## config.mk

```make
export PLATFORM = sky130hd
export DESIGN_NAME = train_sequencer
export DESIGN_NICKNAME = d
export VERILOG_FILES = /design/src/rtl/train_sequencer.sv
export SDC_FILE = /design/constraint.sdc
export NUM_CORES = 1
export LEC_CHECK = 0
export CAP_MARGIN = 20
export CORE_MARGIN = 2
export CORE_UTILIZATION = 41
export DETAILED_ROUTE_END_ITERATION = 8
export GPL_ROUTABILITY_DRIVEN = 0
export PLACE_DENSITY = 0.77
export SYNTH_ARGS = -nofsm -noshare
export SYNTH_HDL_FRONTEND = slang
export SYNTH_SLANG_ARGS = --single-unit
```

## constraint.sdc

```tcl
create_clock -name clk -period 1.9 [get_ports clk]
set_input_delay 0.38 -clock clk [delete_from_list [all_inputs] [get_ports clk]]
set_output_delay 0.38 -clock clk [all_outputs]
set_load 0.02 [all_outputs]
```

## src/rtl/train_sequencer.sv

```systemverilog
// Train trip controller: walks accelerate/cruise/brake/doors/dwell and hands durations to the Timer stage.
// Optional DOOR_RETRY_LIMIT_EN adds a door reopen counter and a latched FAULT state.
module train_sequencer #(
    parameter logic [18:0] T_ACCEL = 19'd200000,
    parameter logic [18:0] T_DECEL = 19'd150000,
    parameter logic [18:0] T_DOOR  = 19'd50000,
    parameter logic [18:0] T_DWELL = 19'd300000
`ifdef DOOR_RETRY_LIMIT_EN
    ,
    parameter int MAX_RETRY = 3
`endif
) (
    input  logic        clk,
    input  logic        rst,
    input  logic        start,
    input  logic        station_sensor,
    input  logic        door_obstruct,
    input  logic        emergency,
    input  logic        timer_done,
    output logic [18:0] t,
    output logic [3:0]  present_state,
    output logic        motor_en,
    output logic        brake,
    output logic        door_open,
    output logic        alarm
);

    // state      | meaning
    // IDLE       | stopped at station, waiting for start
    // ACCEL      | traction on for T_ACCEL
    // CRUISE     | traction on until station_sensor
    // DECEL      | braking for T_DECEL
    // DOOR_OPEN  | doors travelling open for T_DOOR
    // DWELL      | doors open for T_DWELL
    // DOOR_CLOSE | doors travelling closed for T_DOOR, reopen on obstruction
    // EMERG      | emergency stop until emergency drops
    // FAULT      | too many reopens, left only by rst
    typedef enum logic [3:0] {
        IDLE       = 4'd0,
        ACCEL      = 4'd1,
        CRUISE     = 4'd2,
        DECEL      = 4'd3,
        DOOR_OPEN  = 4'd4,
        DWELL      = 4'd5,
        DOOR_CLOSE = 4'd6,
        EMERG      = 4'd7,
        FAULT      = 4'd8
    } state_t;

    state_t     state;
    state_t     nxt;
    logic       reopen;
    logic       entered;
    logic       exp_ok;
    logic       pending;
    logic [1:0] guard;
`ifdef DOOR_RETRY_LIMIT_EN
    logic [1:0] retry;
`endif

    function automatic logic is_load(state_t s);
        return (s == ACCEL) || (s == DECEL) || (s == DOOR_OPEN) ||
               (s == DWELL) || (s == DOOR_CLOSE);
    endfunction

    function automatic logic [18:0] dur_of(state_t s);
        case (s)
            ACCEL:                 return T_ACCEL;
            DECEL:                 return T_DECEL;
            DOOR_OPEN, DOOR_CLOSE: return T_DOOR;
            DWELL:                 return T_DWELL;
            default:               return 19'd0;
        endcase
    endfunction

    assign present_state = state;

    // guard hides timer_done for three cycles after each load so a stale done is not taken as expiry
    always_comb begin
        exp_ok = timer_done && (guard == 2'd0);
        nxt    = state;
        reopen = 1'b0;
        if (emergency && (state != IDLE) && (state != EMERG) && (state != FAULT)) begin
            nxt = EMERG;
        end else begin
            case (state)
                IDLE:      if (start)          nxt = ACCEL;
                ACCEL:     if (exp_ok)         nxt = CRUISE;
                CRUISE:    if (station_sensor) nxt = DECEL;
                DECEL:     if (exp_ok)         nxt = DOOR_OPEN;
                DOOR_OPEN: if (exp_ok)         nxt = DWELL;
                DWELL:     if (exp_ok)         nxt = DOOR_CLOSE;
                DOOR_CLOSE: begin
                    if (door_obstruct) begin
`ifdef DOOR_RETRY_LIMIT_EN
                        if (retry == 2'(MAX_RETRY)) begin
                            nxt = FAULT;
                        end else begin
                            nxt    = DOOR_OPEN;
                            reopen = 1'b1;
                        end
`else
                        nxt    = DOOR_OPEN;
                        reopen = 1'b1;
`endif
                    end else if (exp_ok) begin
                        nxt = IDLE;
                    end
                end
                EMERG:     if (!emergency)     nxt = IDLE;
                default:   nxt = state;
            endcase
        end
        entered = (nxt != state) || reopen;
    end

    always_ff @(posedge clk) begin
        if (rst) begin
            state     <= IDLE;
            t         <= 19'd0;
            guard     <= 2'd0;
            pending   <= 1'b0;
            motor_en  <= 1'b0;
            brake     <= 1'b0;
            door_open <= 1'b0;
            alarm     <= 1'b0;
`ifdef DOOR_RETRY_LIMIT_EN
            retry     <= 2'd0;
`endif
        end else begin
            state <= nxt;
            // two-cycle load: zero on entry, duration one cycle later
            if (entered) begin
                t       <= 19'd0;
                pending <= is_load(nxt);
            end else if (pending) begin
                t       <= dur_of(state);
                pending <= 1'b0;
            end
            if (entered && is_load(nxt)) begin
                guard <= 2'd3;
            end else if (guard != 2'd0) begin
                guard <= guard - 2'd1;
            end
            motor_en  <= (nxt == ACCEL) || (nxt == CRUISE);
            brake     <= !((nxt == ACCEL) || (nxt == CRUISE));
            door_open <= (nxt == DOOR_OPEN) || (nxt == DWELL);
            alarm     <= (nxt == EMERG) || (nxt == FAULT);
`ifdef DOOR_RETRY_LIMIT_EN
            if (reopen) begin
                retry <= retry + 2'd1;
            end else if ((state == DOOR_CLOSE) && (nxt == IDLE)) begin
                retry <= 2'd0;
            end
`endif
        end
    end

endmodule

```

==> impl_metrics.toml <==
[run_status]
status = "complete, but fails checks"
violations = "setup timing"

[route]
finalWirelength_um = 2780
post_drt_via_cell_ratio = 5.59
ant_nets = 0
wire_per_inst_um = 13.4
num_vias = 1163
drc = 0
dr.pass1.iters = 4
initialDrtViolationCount = 28

[clock_network]
clock-sinks = 18
h-tree-depth = 1
cts_buffer_depth = 2
worstSkewPairLatency_ps = 290
cts_hold_buf = 0
cts_tree = "yes"
numCtsBuffers = 3
root_buffer = "clkbuf_4"
path_clk_slew_ps = 90

[synthesis]
synth.avg_cell_area_um2 = 8.10
yosysSeqAreaShare_pct = 34.0
synthAdderAreaFrac_pct = 1.18
syn_area_um2 = 1060
yosys_warnings = 0
synthArstFlopShare_pct = 0
yosys.area_share.simple_pct = 22.8
synth_top_family_by_area = "compound AO/OA/AOI/OAI gates"
synthXorXnorAreaFrac_pct = 2.48
synthCells = 131
synth_seq_cells = 18
yosysUniqueCellTypes = 44
synth_mux_area_share_pct = 0.943
synth-edff-count = 0
synthFlopType = "dfxtp_1"
synth_compound_area_share_pct = 23.9

[worst_setup_path]
setup.worst_path.end_class = "flop"
path_max_fanout = 7
cp-start-kind = "flop"
path_delay_family = "compound AO/OA/AOI/OAI gates"
max_stage_delay_ps = 470
cp.arrival_ps = 2150
critical_path_class = "flop to flop"
crit_path_cell_trace = "inv_2 -> ha_4 -> nand2_2 -> or4_4 -> a31o_1 -> a2111o_1 -> a21oi_1"
worst-path-buf-inv = 1
worst_ep_required_time_ps = 2120
slowest_stage = "a2111o_1"

[worst_hold_path]
hold_class = "flop to flop"

[finish]
antenna_cells = 0
final_net_count = 187
regArea_um2 = 367
syn2layout_area_growth_pct = 50.6
utilization_pct = 65.1
drive_gt1_share_pct = 29.2
multiInputGateArea_um2 = 612
fillerInstances = 212

[grt]
grt_max_degree = 11
grt_overflow = 0
grt_pass1_wl_um = 4730
grt_use_total_pct = 21.7
grt_pass1_vias = 1140
antenna_found_initial = 0

[power_and_ir_drop]
p_per_area_nw_per_um2 = 1180
peakVddDrop_v = 0.00111
power_w = 0.00188
leakage_nw = 0.710

[floorplanning]
io_pins = 34
start_util_pct = 43.2
core_um2 = 2450
floorplan.die_area_um2 = 3010
die_w_um = 54.9
num_rows = 18
dieHeight_um = 54.9

[placed_design]
hpwlAfterDp_um = 2230
portBuffers = 28

[timing]
fin_crit_sh_pct = 102
skew_ps = 13.6
rsz0062_at_grt = "yes"
period_needed_ps = 1930
finalHoldViolCount = 0
fmax_mhz = 517
setup-violations-final = 5
finalWorstSetupSlack_ps = -33.8
slew_violations = 0

[run]
drv_cap = 0
## cell usage after synthesis (2+ instances only)
cell / number / area (um^2)
inv_1: 7 / 26.3
dfxtp_1: 18 / 360
xor2_1: 2 / 17.5
a21oi_1: 9 / 45.0
and3_1: 5 / 31.3
nor2_1: 11 / 41.3
nor2b_1: 4 / 25.0
o31ai_1: 2 / 15.0
a31oi_1: 3 / 18.8
o221ai_1: 2 / 17.5
o21ai_0: 7 / 35.0
o32ai_1: 2 / 17.5
nand4b_1: 2 / 17.5
nand2_1: 7 / 26.3
nand3_1: 4 / 20.0
clkbuf_1: 3 / 11.3
buf_4: 13 / 97.6
a22oi_1: 2 / 15.0
buf_1: 2 / 7.51
a41o_1: 2 / 20.0
## power breakdown
part / switching (W) / internal [W]
combinational: 0.000554 / 0.000550
clock: 0.000117 / 0.000117
sequential: 0.0000745 / 0.000471
total: 0.000745 / 0.00114
## per-stage QoR
step	cells	area [um^2]	setup WS (ps)	TNS, ps	hold WS (ps)
2_1_floorplan	135	1110	-51.9	-274	511
3_3_place_gp	203	1520	-439	-4560	457
3_5_place_dp	203	1520	-511	-5160	474
4_1_cts	208	1570	-39.8	-126	487
5_1_grt	208	1600	-115	-759	516
6_report	208	1600	-33.8	-109	478
## cell usage in the layout (no fill, tap or decap), types with 3 or more instances in the layout
cell	count
nor2_1	11
o21ai_0	3
nand2_1	6
dfxtp_1	13
nor2b_1	4
a31oi_1	3
conb_1	5
dlymetal6s2s_1	3
and3_1	5
inv_1	5
clkdlybuf4s50_1	24
nand3_1	4
dfxtp_2	5
clkbuf_4	3
o21ai_1	3
a21oi_1	8
buf_4	31
## timing repair
action                                  4_1_cts  5_1_grt
pin swaps                                     4        0
buffers inserted                              1        0
gates resized for setup                       4       10
endpoints found under the setup margin       11       14
## registers in the layout (all words and copies together), names as in the netlist
register / count
t: 7
motor_en: 1
brake: 1
guard: 2
alarm: 1
present_state: 4
door_open: 1
pending: 1
## kinds of logic (layout without fill, tap and decap cells)
family | after synthesis | after routing
and+or+nand+nor | 43 | 43
other | 1 | 5
buffers and inverters | 27 | 70
DFF | 18 | 18
adders and majority gates | 1 | 1
xor gates and xnor gates | 3 | 3
AOI/OAI and AO/OA | 37 | 37
muxes | 1 | 1
## cell type report
type | instances | share of cell area [%]
multi-input cells | 90 | 38.3
repair buffers | 59 | 32.5
flip-flops and latches | 18 | 22.9
well taps | 30 | 2.35
clock buffers | 4 | 2.27
inverters | 7 | 1.64
## per-layer routing
metal	wire length, um	vias up	track usage, %
li1	-	554	-
met1	1130	557	23.0
met2	1450	46	40.7
met3	152	6	3.83
met4	48	0	10.4
met5	0	-	0
## worst paths after layout
path	cells past startpoint	startpoint	slack, ps	end
worst max register to register	7	guard[0]	-30	t[12]
worst min-delay path	2	t[12]	480	t[12]
worst min register to register	2	t[12]	480	t[12]
worst max-delay path	7	guard[0]	-30	t[12]
## worst min-delay path: cells and delay by family, from the launching register on
kind,cells,cell delay [ps]
compound gates,1,50
simple gates,1,60
flops,1,330
No activity file was read; power rests on OpenSTA's default activity.
